## config.mk

```make
export PLATFORM = sky130hd
export DESIGN_NAME = final_write_address_generator
export DESIGN_NICKNAME = d
export VERILOG_FILES = /design/src/rtl/final_write_address_generator.sv
export SDC_FILE = /design/constraint.sdc
export NUM_CORES = 1
export LEC_CHECK = 0
export ABC_AREA = 0
export CORE_MARGIN = 2
export CORE_UTILIZATION = 41
export DETAILED_ROUTE_END_ITERATION = 7
export PLACE_DENSITY = 0.75
export SYNTH_ARGS = -nofsm -noshare
export SYNTH_HDL_FRONTEND = slang
export SYNTH_SLANG_ARGS = --single-unit
```

## constraint.sdc

```tcl
create_clock -name clk -period 1.9 [get_ports clk]
set_clock_uncertainty 0.1 [all_clocks]
set_input_delay 0.285 -clock clk [delete_from_list [all_inputs] [get_ports clk]]
set_output_delay 0.285 -clock clk [all_outputs]
set_load 0.005 [all_outputs]
```

## src/rtl/final_write_address_generator.sv

```systemverilog
`default_nettype none
// ============================================================================
// Module      : final_write_address_generator
// Description : Write-back address sequencer for one radix-2 FFT stage. It
//               steers butterfly result pairs to the A / A+H RAM locations.
// Revision    : 1.0 - initial release
// ============================================================================
module final_write_address_generator #(
    parameter int stage_FFT = 2,
    parameter int N         = 16,
    parameter int SIZE      = 4,
    parameter int DATA_W    = 16
) (
    input  logic              clk,
    input  logic              rst,
    input  logic              start_stage,
    input  logic              din_valid,
    input  logic [DATA_W-1:0] din_re,
    input  logic [DATA_W-1:0] din_im,
    output logic              en_wr,
    output logic [SIZE-1:0]   wr_ptr,
    output logic [DATA_W-1:0] wr_re,
    output logic [DATA_W-1:0] wr_im,
    output logic              stage_done,
    output logic              busy,
    output logic              err_unexp
);

    localparam int              C_PW     = SIZE - 1;
    localparam logic [SIZE-1:0] C_HALF   = SIZE'(1) << (stage_FFT - 1);
    localparam logic [C_PW-1:0] C_P_LAST = C_PW'(N / 2 - 1);

    typedef enum logic [1:0] {
        ST_IDLE = 2'd0,
        ST_WR_A = 2'd1,
        ST_WR_B = 2'd2,
        ST_DONE = 2'd3
    } state_t;

    state_t            state_q, state_d;
    logic [C_PW-1:0]   p_q, p_d;
    logic              en_wr_q, en_wr_d;
    logic [SIZE-1:0]   wr_ptr_q, wr_ptr_d;
    logic [DATA_W-1:0] wr_re_q, wr_re_d;
    logic [DATA_W-1:0] wr_im_q, wr_im_d;
    logic              stage_done_q, stage_done_d;
    logic              err_unexp_q, err_unexp_d;

    logic [SIZE-1:0]   w_p_ext;
    logic [SIZE-1:0]   w_k;
    logic [SIZE-1:0]   w_addr_a;
    logic [SIZE-1:0]   w_addr_b;

    // Pair p lives in group g = p >> log2(H) at offset k = p & (H-1);
    // the group base is g * 2H, i.e. g shifted left by stage_FFT.
    always_comb begin
        w_p_ext  = {1'b0, p_q};
        w_k      = w_p_ext & (C_HALF - SIZE'(1));
        w_addr_a = ((w_p_ext >> (stage_FFT - 1)) << stage_FFT) + w_k;
        w_addr_b = w_addr_a + C_HALF;
    end

    always_comb begin
        state_d      = state_q;
        p_d          = p_q;
        en_wr_d      = 1'b0;
        wr_ptr_d     = wr_ptr_q;
        wr_re_d      = wr_re_q;
        wr_im_d      = wr_im_q;
        stage_done_d = 1'b0;
        err_unexp_d  = err_unexp_q;

        case (state_q)
            ST_IDLE: begin
                p_d = '0;
                if (din_valid) begin
                    err_unexp_d = 1'b1;
                end
                if (start_stage) begin
                    state_d = ST_WR_A;
                end
            end
            ST_WR_A: begin
                if (din_valid) begin
                    en_wr_d  = 1'b1;
                    wr_ptr_d = w_addr_a;
                    wr_re_d  = din_re;
                    wr_im_d  = din_im;
                    state_d  = ST_WR_B;
                end
            end
            ST_WR_B: begin
                if (din_valid) begin
                    en_wr_d  = 1'b1;
                    wr_ptr_d = w_addr_b;
                    wr_re_d  = din_re;
                    wr_im_d  = din_im;
                    p_d      = p_q + C_PW'(1);
                    state_d  = (p_q == C_P_LAST) ? ST_DONE : ST_WR_A;
                end
            end
            ST_DONE: begin
                if (din_valid) begin
                    err_unexp_d = 1'b1;
                end
                stage_done_d = 1'b1;
                state_d      = ST_IDLE;
            end
            default: begin
                state_d = ST_IDLE;
            end
        endcase
    end

    always_ff @(posedge clk) begin
        if (rst) begin
            state_q      <= ST_IDLE;
            p_q          <= '0;
            en_wr_q      <= 1'b0;
            wr_ptr_q     <= '0;
            wr_re_q      <= '0;
            wr_im_q      <= '0;
            stage_done_q <= 1'b0;
            err_unexp_q  <= 1'b0;
        end else begin
            state_q      <= state_d;
            p_q          <= p_d;
            en_wr_q      <= en_wr_d;
            wr_ptr_q     <= wr_ptr_d;
            wr_re_q      <= wr_re_d;
            wr_im_q      <= wr_im_d;
            stage_done_q <= stage_done_d;
            err_unexp_q  <= err_unexp_d;
        end
    end

    // stage_done is raised as the FSM re-enters IDLE, so busy falls with it.
    assign busy       = (state_q != ST_IDLE);
    assign en_wr      = en_wr_q;
    assign wr_ptr     = wr_ptr_q;
    assign wr_re      = wr_re_q;
    assign wr_im      = wr_im_q;
    assign stage_done = stage_done_q;
    assign err_unexp  = err_unexp_q;

endmodule
`default_nettype wire

```

==> results of run 1 <==
## Yosys cell counts (2+ instances only)
| library cell | instances |
|---|---|
| nand2_1 | 70 |
| dfxtp_1 | 44 |
| a21oi_1 | 35 |
| ha_1 | 8 |
| nor2_1 | 8 |
| buf_2 | 5 |
| buf_6 | 4 |
| clkbuf_1 | 4 |
| inv_1 | 4 |
| mux2i_1 | 4 |
| nand3b_1 | 2 |
## worst min-delay path by stage
stage,from,to,slack (ns),cells after the start
after global routing,wr_im[4]$_SDFFE_PP0P_,wr_im[4]$_SDFFE_PP0P_,0.38,2
after global placement,wr_re[14]$_SDFFE_PP0P_,wr_re[14]$_SDFFE_PP0P_,0.34,2
after floorplan,din_im[0],wr_im[0]$_SDFFE_PP0P_,0.32,2
final,wr_re[3]$_SDFFE_PP0P_,wr_re[3]$_SDFFE_PP0P_,0.35,2
after CTS,wr_im[4]$_SDFFE_PP0P_,wr_im[4]$_SDFFE_PP0P_,0.36,2
after detailed placement,wr_im[4]$_SDFFE_PP0P_,wr_im[4]$_SDFFE_PP0P_,0.35,2
## routing by layer
metal | wire, um | track usage
met1 | 1710 | 0.201
met2 | 1830 | 0.289
met3 | 346 | 0.0757
met4 | 0 | 0.0450
met5 | 0 | 0
## tightest hold or removal path, delay by kind of cell (launching register included)
| kind | cells | cell delay (ns) |
|---|---|---|
| flip-flops | 1 | 0.31 |
| AND/OR/NAND/NOR | 1 | 0.05 |
| AO/OA/AOI/OAI | 1 | 0.05 |
## sequential cells by signal, indices dropped and copies added (netlist names)
signal / cells
wr_im: 16
err_unexp: 1
wr_ptr: 4
stage_done: 1
state_q: 2
en_wr: 1
wr_re: 16
p_q: 3
## power by group through the flow
stage,registers (uW),clock network (uW),logic [uW]
after floorplan,1220,0,548
after global placement,1200,0,1050
after detailed placement,1210,0,1060
after CTS,1190,611,1070
after global routing,1210,646,1170
final,1190,592,1050
## kinds of logic after synthesis
logic type,share of synthesized area
adders and majority gates,0.0591
muxes,0.0236
buffers and inverters,0.0635
DFF,0.520
and+or+nand+nor,0.193
AOI/OAI and AO/OA,0.141
## through the flow
step	worst slack (ns)	total power, uW	area (um^2)	utilization	instances
2_1_floorplan	0.415	1770	1690	-	199
3_3_place_gp	0.203	2250	2460	0.615	316
3_5_place_dp	0.142	2270	2460	0.615	316
4_1_cts	0.0211	2870	2550	0.638	324
5_1_grt	0.00736	3030	2550	0.639	324
6_report	0.0703	2840	2550	0.639	324
## area by class of cell
type | instances | area [um^2] | area share
sequential | 44 | 886 | 0.347
timing repair buffer | 81 | 796 | 0.311
multi-input combinational | 137 | 706 | 0.276
clock buffer | 8 | 90.1 | 0.0353
tap | 50 | 62.6 | 0.0245
inverter | 4 | 15.0 | 0.00588
## timing repair
| action | CTS | global route |
|---|---|---|
| setup endpoints to repair | 1 | 1 |
| gates resized for setup | 2 | 2 |
| cloned | 0 | 0 |
==> metrics.txt, run 1 <==
DR DRC count 0; fin crit period 1.83 ns; Worst-Margin Slew 0.323 ns; slew margin rel. 0.778; Area Overhead vs Synth 50.8%; initial antenna violation count 0; switching part of the total 0.310; WP buf/inv 3; area leader, netlist dfxtp_1; Critical Path Source state_q[1]$_SDFFE_PP0P_; clk_lat worst skew 0.29 ns; grt ovf 0; critical path's top delay family buffers and inverters; clock sink total 44; final hold violation count 0; final slew viol count 0; Reg2Reg Depth 5; crit path max fanout 5; share of cells above drive strength 1 0.0620; Seq cells post-synth 44; WP data required 1.51 ns; clock share of power 0.209; Layout fillers 361; r2r setup slk 0.31 ns; Post-Syn Nets 243; most frequent cells in the layout clkdlybuf4s50_1 (75), nand2_1 (70), dfxtp_1 (42), a21oi_1 (35); H-tree depth 2; status completed; Synth Flop Type dfxtp_1; Post-synth EDFFs 0; Pint 1960 uW; all-layer global routing usage 0.173; max cap viols 0; Pleak 0.000959 uW; clock slew at reported path FFs 0.08 ns; Max VDD drop 0.557 mV; RSZ-0062 raised after global routing no; Psw 878 uW; synthesized instance count 199; synth top area cells dfxtp_1 (52%), nand2_1 (16%), a21oi_1 (10%); vias in the first global route 1359; critical path class reg2out; drt pass-1 iters 3; power per cell area 1110 nW/um^2; Setup violations, final 0; Fmax 0.547 GHz; Setup Fix Bufs, Post-CTS 0; # nets final 317; TNS Setup 0 ns; Synthesis Warnings 0; Distinct cells, synth 22; post-synthesis async set-or-reset flop share 0; critical path depth 4; Bufs on Longest Clock Path 2; WL per Instance 12.0 um; combinational group share of total power 0.370; Seq/Total Area, Yosys 0.520; worst hold slack 0.354 ns; Initial Util 0.424; Crit-path slowest cell clkdlybuf4s50_1; antenna fix cells 0; HP Class reg2reg; CTS Root Cell clkbuf_8; I/O Buffers 75; final wirelength 3.88 mm; Synth top area share 0.520; Critical Path AT 1.44 ns; Core Region 4000 um^2; Die Y 68.3 um; first-pass GRT wire length 6.02 mm; I/O pins 76; Die Span X 68.3 um; FP Rows 23; fin crit share 0.963; cells along the critical path inv_1 > ha_1 > inv_1 > clkdlybuf4s50_1; DR vias 1523; largest net degree at the start of global routing 23; ANT nets after route 0; reg2reg start state_q[0]$_SDFFE_PP0P_; CTS tree yes; CP endpoint busy; Reg power frac 0.421; CP most frequent cell inv_1; Num CTS Buffers 5; DIE AREA 4660 um^2; mapped cell area 1690 um^2; commonest non-fill, non-tap cell in the layout clkdlybuf4s50_1; crit start category flop; Via density 4.70; CP endpoint kind output port; R2R Path End p_q[1]$_SDFFE_PP0P_; routability cong. 0.802; Mean Syn Cell Area 8.51 um^2; DP HPWL 2.80 mm; DR iter-0 viols 63; slowest stage delay, CP 0.49 ns; Hold Buf Count CTS 0
(Power assumes the default switching activity.)
==> run 2, diff against run 1 <==
--- a/config.mk
+++ b/config.mk
@@ -6,6 +6,7 @@
 export NUM_CORES = 1
 export LEC_CHECK = 0
 export ABC_AREA = 0
+export CAP_MARGIN = 15
 export CORE_MARGIN = 2
 export CORE_UTILIZATION = 41
 export DETAILED_ROUTE_END_ITERATION = 7
==> constraint.sdc (replaced) <==
create_clock -name clk -period 1.9 [get_ports clk]
set_clock_uncertainty 0.1 [all_clocks]
set_input_delay 0.38 -clock clk [delete_from_list [all_inputs] [get_ports clk]]
set_output_delay 0.38 -clock clk [all_outputs]
set_load 0.005 [all_outputs]
==> run 2 against run 1 <==
Effect of this change: global-route usage fell by 0.66 points; sequential power barely moved; core utilization rose by 0.25 points; flip-flop and latch count did not move; first-iteration DRC count fell by 19%; clock power fell by 10%; critical endpoint is now wr_im[6]; largest cell class unchanged; highest routed layer is now met4.
==> metrics.txt, run 2 (synthesis gave the netlist of run 1 again) <==
status completed (unchanged); WL per Instance 11.6 um (was 12.0 um); CTS Root Cell clkbuf_8 (unchanged); I/O pins 76 (unchanged); first-pass GRT wire length 5.82 mm (was 6.02 mm); final hold violation count 0 (unchanged); Die Span X 68.3 um (unchanged); Hold Buf Count CTS 0 (unchanged); WP buf/inv 1 (was 3); Fmax 0.617 GHz (was 0.547 GHz); CP endpoint kind output port (unchanged); max cap viols 0 (unchanged); routability cong. 0.821 (was 0.802); final wirelength 3.80 mm (was 3.88 mm); slowest stage delay, CP 0.51 ns (was 0.49 ns); DR vias 1520 (was 1523); I/O Buffers 75 (unchanged); Pleak 0.000982 uW (was 0.000959 uW); clk_lat worst skew 0.28 ns (was 0.29 ns); power per cell area 1090 nW/um^2 (was 1110 nW/um^2); TNS Setup 0 ns (unchanged); Pint 1920 uW (was 1960 uW); FF/Latch Area 883 um^2 (was 886 um^2); worst hold slack 0.355 ns (was 0.354 ns); final slew viol count 0 (unchanged); DIE AREA 4660 um^2 (unchanged); WP data required 1.42 ns (was 1.51 ns); fin crit period 1.62 ns (was 1.83 ns); ANT nets after route 0 (unchanged); cells along the critical path clkdlybuf4s50_1 (was inv_1 > ha_1 > inv_1 > clkdlybuf4s50_1); drt pass-1 iters 4 (was 3); multi-input combinational cell area 706 um^2 (unchanged); clock sink total 44 (unchanged); Via density 4.66 (was 4.70); Layout fillers 365 (was 361); DP HPWL 2.72 mm (was 2.80 mm); combinational group share of total power 0.385 (was 0.370); Psw 864 uW (was 878 uW); critical path depth 1 (was 4); vias in the first global route 1363 (was 1359); Initial Util 0.424 (unchanged); grt ovf 0 (unchanged); initial antenna violation count 0 (unchanged); Die Y 68.3 um (unchanged); FP Rows 23 (unchanged); crit start category flop (unchanged); antenna fix cells 0 (unchanged); Worst-Margin Slew 0.298 ns (was 0.323 ns); largest net degree at the start of global routing 23 (unchanged); hold path depth 2 (unchanged); all-layer global routing usage 0.166 (was 0.173); Setup violations, final 0 (unchanged); Core Region 4000 um^2 (unchanged); Reg power frac 0.424 (was 0.421); switching part of the total 0.310 (about the same); most frequent cells in the layout clkdlybuf4s50_1 (74), nand2_1 (70), dfxtp_1 (42), a21oi_1 (35), buf_4 (9) (was clkdlybuf4s50_1 (75), nand2_1 (70), dfxtp_1 (42), a21oi_1 (35)); Critical Path AT 1.14 ns (was 1.44 ns); H-tree depth 2 (unchanged); # nets final 320 (was 317); Reg2Reg Depth 5 (unchanged); slew margin rel. 0.795 (was 0.778); HP Class reg2reg (unchanged); share of cells above drive strength 1 0.0725 (was 0.0620); Area Overhead vs Synth 51.4% (was 50.8%); Max VDD drop 0.573 mV (was 0.557 mV); commonest non-fill, non-tap cell in the layout clkdlybuf4s50_1 (unchanged); crit path max fanout 2 (was 5); Num CTS Buffers 5 (unchanged); DR DRC count 0 (unchanged); fin crit share 0.854 (was 0.963); Crit-path slowest cell clkdlybuf4s50_1 (unchanged); DR iter-0 viols 51 (was 63); CTS tree yes (unchanged); clock slew at reported path FFs 0.08 ns (about the same); RSZ-0062 raised after global routing no (unchanged); clock share of power 0.191 (was 0.209); critical path's top delay family buffers and inverters (unchanged); critical path class reg2out (unchanged); Bufs on Longest Clock Path 2 (unchanged)
[run 2: changes by cell type in the layout (fill, tap and decap cells not counted)]
cell	before	now
buf_4	6	9
clkbuf_1	2	1
clkbuf_8	6	5
clkdlybuf4s50_1	75	74
clkinv_2	0	1
dfxtp_2	1	2
dfxtp_4	1	0
dlymetal6s2s_1	0	1
[run 2: through the flow]
stage           util  total power [uW]  worst slack, ns  area (um^2)  cells
2_1_floorplan      -              1770            0.415         1690    199
3_3_place_gp   0.617              2250            0.228         2470    317
3_5_place_dp   0.617              2260            0.172         2470    317
4_1_cts        0.641              2830          0.00980         2560    326
5_1_grt        0.641              2990            0.217         2560    326
6_report       0.641              2790            0.278         2560    326
[run 2: final timing paths]
kind | to | from | slack, ns
max | wr_im[6] | wr_im[6]$_SDFFE_PP0P_ | 0.28
max reg2reg | p_q[1]$_SDFFE_PP0P_ | state_q[1]$_SDFFE_PP0P_ | 0.34
min reg2reg | wr_re[3]$_SDFFE_PP0P_ | wr_re[3]$_SDFFE_PP0P_ | 0.35
min | wr_re[3]$_SDFFE_PP0P_ | wr_re[3]$_SDFFE_PP0P_ | 0.35
[run 2: repair_timing]
| item | CTS | global route |
|---|---|---|
| setup endpoints to repair | 1 | 1 |
| setup buffers | 2 | 0 |
| gates cloned | 0 | 0 |
| gates resized for setup | 3 | 1 |
[run 2: cell type report]
cell class / count / area share
clock inverters: 1 / 0.00195
flip-flops and latches: 44 / 0.344
repair buffers: 84 / 0.320
inverters: 4 / 0.00585
well taps: 50 / 0.0244
multi-input cells: 137 / 0.275
clock buffers: 6 / 0.0283
[run 2: tightest hold or removal path, stage by stage (launching register included)]
cell and delay (ns):
dfxtp_1 0.31, nand2_1 0.05, a21oi_1 0.05
[run 2: routing by layer]
layer	vias up	global-route usage	share of wire
li1	791	-	-
met1	677	0.191	0.45
met2	50	0.282	0.47
met3	2	0.0707	0.083
met4	0	0.0450	0.0029
met5	-	0	0
[run 2: power by group through the flow]
stage | Sequential, uW | Combinational, uW | Clock, uW
floorplan | 1220 | 548 | 0
global placement | 1200 | 1050 | 0
detailed placement | 1210 | 1050 | 0
CTS | 1180 | 1090 | 556
global route | 1200 | 1190 | 596
finish | 1180 | 1070 | 532
